==> src/rtl/div_pkg.sv <==
// Shared widths, handshake levels and FSM encodings for the EX-stage divider.
package div_pkg;

    localparam int RegBus       = 32;
    localparam int DoubleRegBus = 64;

    localparam logic DivResultReady    = 1'b1;
    localparam logic DivResultNotReady = 1'b0;
    localparam logic DivStart          = 1'b1;
    localparam logic DivStop           = 1'b0;

    // Number of restoring-division iterations, one quotient bit per step.
    localparam logic [5:0] DivSteps = 6'd32;

    typedef enum logic [1:0] {
        DivFree   = 2'b00,
        DivByZero = 2'b01,
        DivOn     = 2'b10,
        DivEnd    = 2'b11
    } div_state_e;

    // Two's-complement negate of a register-width value.
    function automatic logic [RegBus-1:0] neg32(input logic [RegBus-1:0] v);
        return ~v + RegBus'(1);
    endfunction

endpackage

==> src/rtl/div_if.sv <==
// EX-stage <-> divider request/response bundle.
interface div_if;
    import div_pkg::*;

    logic                    signed_div_i;
    logic [RegBus-1:0]       opdata1_i;
    logic [RegBus-1:0]       opdata2_i;
    logic                    start_i;
    logic                    annul_i;
    logic [DoubleRegBus-1:0] result_o;
    logic                    ready_o;

    // EX stage drives the request and consumes the result.
    modport master (
        output signed_div_i, opdata1_i, opdata2_i, start_i, annul_i,
        input  result_o, ready_o
    );

    // Divider side.
    modport slave (
        input  signed_div_i, opdata1_i, opdata2_i, start_i, annul_i,
        output result_o, ready_o
    );
endinterface

==> src/rtl/div.sv <==
// Bit-serial restoring 32-bit divider (DIV/DIVU): 32 iterations, then a
// sign fix-up cycle. Result is {remainder, quotient}, held until EX drops start.
module div
    import div_pkg::*;
(
    input  logic clk,
    input  logic rst,
    div_if.slave bus
);

    div_state_e              state_reg, state_next;
    logic [5:0]              cnt_reg, cnt_next;
    logic [64:0]             work_reg, work_next;
    logic [RegBus-1:0]       divisor_reg, divisor_next;
    logic                    signed_reg, signed_next;
    logic                    sign1_reg, sign1_next;
    logic                    sign2_reg, sign2_next;
    logic [DoubleRegBus-1:0] result_reg, result_next;
    logic                    ready_reg, ready_next;

    logic [RegBus:0]         diff;
    logic [RegBus-1:0]       abs1, abs2;
    logic [RegBus-1:0]       quot_fix, rem_fix;

    // Datapath terms: trial subtraction, operand magnitudes, final sign fix-up.
    always_comb begin
        diff = {1'b0, work_reg[63:32]} - {1'b0, divisor_reg};
        abs1 = (bus.signed_div_i && bus.opdata1_i[RegBus-1]) ? neg32(bus.opdata1_i) : bus.opdata1_i;
        abs2 = (bus.signed_div_i && bus.opdata2_i[RegBus-1]) ? neg32(bus.opdata2_i) : bus.opdata2_i;
        // Quotient is negative when operand signs differ; remainder follows the dividend.
        quot_fix = (signed_reg && (sign1_reg != sign2_reg)) ? neg32(work_reg[31:0]) : work_reg[31:0];
        rem_fix  = (signed_reg && sign1_reg) ? neg32(work_reg[64:33]) : work_reg[64:33];
    end

    // Next-state and next-output logic for the divider FSM.
    always_comb begin
        state_next   = state_reg;
        cnt_next     = cnt_reg;
        work_next    = work_reg;
        divisor_next = divisor_reg;
        signed_next  = signed_reg;
        sign1_next   = sign1_reg;
        sign2_next   = sign2_reg;
        result_next  = result_reg;
        ready_next   = ready_reg;

        unique case (state_reg)
            DivFree: begin
                result_next = '0;
                ready_next  = DivResultNotReady;
                if (bus.start_i == DivStart && !bus.annul_i) begin
                    signed_next = bus.signed_div_i;
                    sign1_next  = bus.opdata1_i[RegBus-1];
                    sign2_next  = bus.opdata2_i[RegBus-1];
                    if (bus.opdata2_i == '0) begin
                        state_next = DivByZero;
                    end else begin
                        state_next   = DivOn;
                        cnt_next     = '0;
                        // Pre-shifted by one so the first compare sees the dividend MSB.
                        work_next    = {32'b0, abs1, 1'b0};
                        divisor_next = abs2;
                    end
                end
            end

            DivByZero: begin
                if (bus.annul_i) begin
                    state_next  = DivFree;
                    result_next = '0;
                    ready_next  = DivResultNotReady;
                end else begin
                    // HI/LO are architecturally unpredictable here; report zero.
                    state_next  = DivEnd;
                    result_next = '0;
                    ready_next  = DivResultReady;
                end
            end

            DivOn: begin
                if (bus.annul_i) begin
                    state_next  = DivFree;
                    result_next = '0;
                    ready_next  = DivResultNotReady;
                end else if (cnt_reg != DivSteps) begin
                    // Borrow means the divisor did not fit: shift in a 0 bit.
                    if (diff[RegBus]) begin
                        work_next = {work_reg[63:0], 1'b0};
                    end else begin
                        work_next = {diff[31:0], work_reg[31:0], 1'b1};
                    end
                    cnt_next = cnt_reg + 6'd1;
                end else begin
                    state_next  = DivEnd;
                    result_next = {rem_fix, quot_fix};
                    ready_next  = DivResultReady;
                end
            end

            DivEnd: begin
                // Annul is ignored: the result has already been produced.
                if (bus.start_i == DivStop) begin
                    state_next  = DivFree;
                    result_next = '0;
                    ready_next  = DivResultNotReady;
                end
            end

            default: begin
                state_next = DivFree;
            end
        endcase
    end

    // State and datapath registers; reset returns everything to idle.
    always_ff @(posedge clk) begin
        if (rst) begin
            state_reg   <= DivFree;
            cnt_reg     <= '0;
            work_reg    <= '0;
            divisor_reg <= '0;
            signed_reg  <= 1'b0;
            sign1_reg   <= 1'b0;
            sign2_reg   <= 1'b0;
            result_reg  <= '0;
            ready_reg   <= DivResultNotReady;
        end else begin
            state_reg   <= state_next;
            cnt_reg     <= cnt_next;
            work_reg    <= work_next;
            divisor_reg <= divisor_next;
            signed_reg  <= signed_next;
            sign1_reg   <= sign1_next;
            sign2_reg   <= sign2_next;
            result_reg  <= result_next;
            ready_reg   <= ready_next;
        end
    end

    assign bus.result_o = result_reg;
    assign bus.ready_o  = ready_reg;

endmodule

==> src/flat_wrapper.sv <==
// flat-port wrapper written by rule: the top's interface ports become plain ports
module div_flat import div_pkg::*;
  (clk, rst, bus_signed_div_i, bus_opdata1_i, bus_opdata2_i, bus_start_i, bus_annul_i, bus_result_o, bus_ready_o);
  div_if bus_i ();
  input  logic clk;
  input  logic rst;
  input wire logic [$bits(bus_i.signed_div_i)-1:0] bus_signed_div_i;
  input wire logic [$bits(bus_i.opdata1_i)-1:0] bus_opdata1_i;
  input wire logic [$bits(bus_i.opdata2_i)-1:0] bus_opdata2_i;
  input wire logic [$bits(bus_i.start_i)-1:0] bus_start_i;
  input wire logic [$bits(bus_i.annul_i)-1:0] bus_annul_i;
  output wire logic [$bits(bus_i.result_o)-1:0] bus_result_o;
  output wire logic [$bits(bus_i.ready_o)-1:0] bus_ready_o;
  assign bus_i.signed_div_i = bus_signed_div_i;
  assign bus_i.opdata1_i = bus_opdata1_i;
  assign bus_i.opdata2_i = bus_opdata2_i;
  assign bus_i.start_i = bus_start_i;
  assign bus_i.annul_i = bus_annul_i;
  assign bus_result_o = bus_i.result_o;
  assign bus_ready_o = bus_i.ready_o;
  div u_core (.clk(clk), .rst(rst), .bus(bus_i));
endmodule
==> config.mk <==
export PLATFORM = sky130hd
export DESIGN_NAME = div_flat
export DESIGN_NICKNAME = d
export VERILOG_FILES = /design/src/rtl/div_pkg.sv /design/src/rtl/div_if.sv /design/src/rtl/div.sv /design/src/flat_wrapper.sv
export SDC_FILE = /design/constraint.sdc
export NUM_CORES = 1
export LEC_CHECK = 0
export BUFFER_PORTS_ARGS = -buffer_cell sky130_fd_sc_hd__buf_2
export CORE_MARGIN = 4
export CORE_UTILIZATION = 35
export CTS_BUF_LIST = sky130_fd_sc_hd__clkbuf_8
export DETAILED_ROUTE_END_ITERATION = 6
export SYNTH_ARGS = -nofsm -noshare
export SYNTH_HDL_FRONTEND = slang
export SYNTH_SLANG_ARGS = --single-unit
==> constraint.sdc <==
create_clock -name clk -period 2.9 [get_ports clk]
set_clock_uncertainty 0.1 [all_clocks]
set_input_delay 0.145 -clock clk [delete_from_list [all_inputs] [get_ports clk]]
set_output_delay 0.145 -clock clk [all_outputs]
set_load 0.05 [all_outputs]
==> results.yml <==
outcome:
  outcome: "finished, violations left"
  failing_checks: "setup timing"
synthesis:
  number_of_enable_type_register_cells_in_the_synthesized_netlist: 0
  synthCells: 1428
  synth_net_count: 1541
  synthTopCellsByArea: "dfxtp_1, xnor2_1, a21oi_1"
  syn-cell-area_um2: 10900
  synthFlopType: "dfxtp_1"
  yosysUniqueCellTypes: 65
  ys_async_sr_fraction_pct: 0
  yosys_register_bits: 173
  synthDominantAreaCellType: "dfxtp_1"
  ys.warnings.count: 0
  post_synth.cell_area_avg_um2: 7.62
  synth_seq_area_share_pct: 31.8
  synth_top_cell_area_share_pct: 31.8
worst_setup_path:
  critical_path.slowest_cell: "fa_2"
  critical_path.startpoint: "u_core.work_reg[32]"
  critical-path-max-stage-delay_ns: 0.38
  crit_arrival_ns: 3.32
  timing.rr.start: "u_core.work_reg[32]"
  crit_path_max_fanout: 5
  crit_chain: "inv_2, ha_4, fa_2, nor2b_4, o2111ai_2, a31o_2, a211o_4, and2_4, o31a_4, or2_4, nor3b_2, a221o_1"
  timing.critical_path.buf_inv: 1
  cp-end-kind: "flip-flop"
  critPathLaunchType: "flip-flop"
  critical-path-top-delay-family: "compound AO/OA/AOI/OAI gates"
  worstSetupPathType: "reg2reg"
  crit_required_ns: 3.21
sta:
  period_share_pct: 104
  final_hold_viol_count: 0
  setup_slack_ns: -0.109
  rsz0062_at_grt: "true"
  worst_slew_pin_slew_ns: 1.19
  totalNegativeSetupSlack_ns: -0.918
  number_of_pins_exceeding_their_max_slew_limit_in_the_final_report: 0
  max_frequency_mhz: 332
  setup_viol_count_final: 24
  final_period_minus_worst_setup_slack_ns: 3.01
  max_transition_margin_pct: 20.2
  hold_slack_ns: 0.0199
final_layout:
  largest_register_ffs: 65
  final_net_count: 1790
  drive_above_1_share_pct: 22.7
  synthToLayoutAreaGrowth_pct: 28.4
  fill_cell_instance_count_of_the_final_layout: 3082
  utilization_pct: 45.5
detailed_routing:
  drt_iter0_markers: 737
  post_drt_wl_per_cell_um: 15.8
  count_of_antenna_violating_nets_left_after_detailed_routing: 0
  final_routed_drc_violation_total: 0
  drt-vias-per-instance: 5.25
  detail_route.wirelength_mm: 33.0
  first_pass_iters: 5
  route.vias.total: 11000
clock_tree:
  cts_num_sinks: 173
  clock_tree_buffer_depth: 2
  tritoncts: "done"
  cts.reportedPaths.clkPinSlew_ns: 0.09
  clkLatencyLatePin_ns: 0.47
  cts_inserted_buffers: 17
  htree_levels: 4
  root_buffer: "clkbuf_8"
floorplanning:
  ioPinCount: 134
  fp.coreArea_um2: 30700
  start_util_pct: 35.5
  vertical_extent_of_the_die_um: 184
  floorplan_die_width_um: 184
  fp-row-count: 64
  design.die.area_um2: 34000
power:
  leakagePower_nw: 5.94
  power_per_cell_area_nw_per_um2: 619
  total_power_mw: 8.65
  vdd_drop_max_mv: 0.317
min_path:
  hp-start: "bus_opdata2_i[5]"
  hold_wc_path_type: "in2reg"
grt:
  grt-ovfl-total: 0
  grt_max_degree: 55
  globalRouteTotalUtil_pct: 18.8
  vias_in_the_first_global_route: 10300
  grt_first_pass_wirelength_mm: 52.6
  antenna_found_initial: 1
placement:
  placement.io_buffers: 133
  dpl.hpwl_mm: 24.9
  gp_congestion: 0.902
run:
  cap_viol_max_count: 0
==> worst register-to-register path: cells and delay by family, from the launching register on <==
family | cells | cell delay [ns]
fa+ha+maj | 2 | 0.53
simple gates | 4 | 0.75
buf+inv | 1 | 0.05
flops | 1 | 0.34
compound gates | 5 | 1.19
==> cells by family after synthesis <==
kind of cell               after synthesis  share of synthesized area, %
and+or+nand+nor                        487                          20.3
AOI/OAI and AO/OA                      422                          24.6
DFF                                    173                          31.8
buffers and inverters                  146                          5.34
xor gates and xnor gates               141                          11.3
adders and majority gates               44                          5.13
muxes                                   15                          1.38
==> area by class of cell <==
type,count,area [um^2],area share [%]
well taps,396,495,3.55
inverters,65,244,1.75
multi-input cells,1110,7190,51.4
diodes,1,2.50,0.0179
clock inverters,13,116,0.833
flip-flops and latches,173,3470,24.8
clock buffers,19,262,1.87
repair buffers,310,2190,15.7
==> Yosys cell counts, drive strengths merged (9+ instances only) <==
| cell type | n |
|---|---|
| a211oi | 32 |
| a21o | 10 |
| a21oi | 130 |
| a22o | 21 |
| a22oi | 46 |
| a31oi | 9 |
| and2 | 12 |
| and3 | 10 |
| buf | 18 |
| clkbuf | 63 |
| dfxtp | 173 |
| ha | 43 |
| inv | 65 |
| mux2i | 15 |
| nand2 | 162 |
| nand3 | 21 |
| nor2 | 172 |
| nor2b | 10 |
| nor3 | 39 |
| nor4 | 12 |
| o211ai | 13 |
| o21ai | 95 |
| o31ai | 21 |
| o41ai | 9 |
| or3 | 10 |
| or4 | 11 |
| xnor2 | 88 |
| xor2 | 53 |
==> layout by cell type (no fill, tap or decap), types with 29 or more instances in the layout <==
cell           instances
dlygate4sd3_1         37
buf_4                130
o21ai_0               73
ha_1                  41
inv_1                 65
nand2_1              160
nor3_1                33
xnor2_1               87
dfxtp_1              168
nor2_1               163
a22oi_1               43
buf_2                132
xor2_1                52
a211oi_1              29
a21oi_1              125
==> per-layer routing <==
layer,global-route usage (%),share of wire (%),wire [um],vias up
li1,-,-,-,5544
met4,5.09,2.0,673,0
met3,2.45,4.4,1440,35
met2,31.2,47,15400,260
met5,0,0,0,-
met1,25.9,47,15500,5121
==> stage by stage <==
step                      std cells  cell area [um^2]  setup slack [ns]
after floorplan                1428             10900            -0.103
after global placement         2009             12800            -0.120
after detailed placement       2009             12800            -0.158
after CTS                      2081             13700           -0.0976
final                          2087             14000            -0.109
after global routing           2087             14000            -0.179
==> where the power goes <==
| part | switching, mW | total [mW] | internal (mW) |
|---|---|---|---|
| Clock | 0.924 | 1.65 | 0.727 |
| Combinational | 2.37 | 4.14 | 1.78 |
| Sequential | 0.236 | 2.85 | 2.62 |
==> worst paths after layout <==
kind,endpoint,slack [ns],depth (start not counted)
worst min-delay path,u_core.divisor_reg[5],0.02,3
worst max register to register,u_core.work_reg[57],-0.11,12
worst max-delay path,u_core.work_reg[57],-0.11,12
worst min register to register,u_core.bus.result_o[32],0.37,2
==> what timing repair did <==
action | in CTS | in global routing
hold endpoints to repair | 61 | 0
buffers inserted | 4 | 2
cloned | 0 | 3
setup endpoints to repair | 44 | 50
pin swaps | 7 | 12
resized for setup | 33 | 49
hold buffers | 37 | 0
Note: power is estimated with default switching activity, not from simulation.
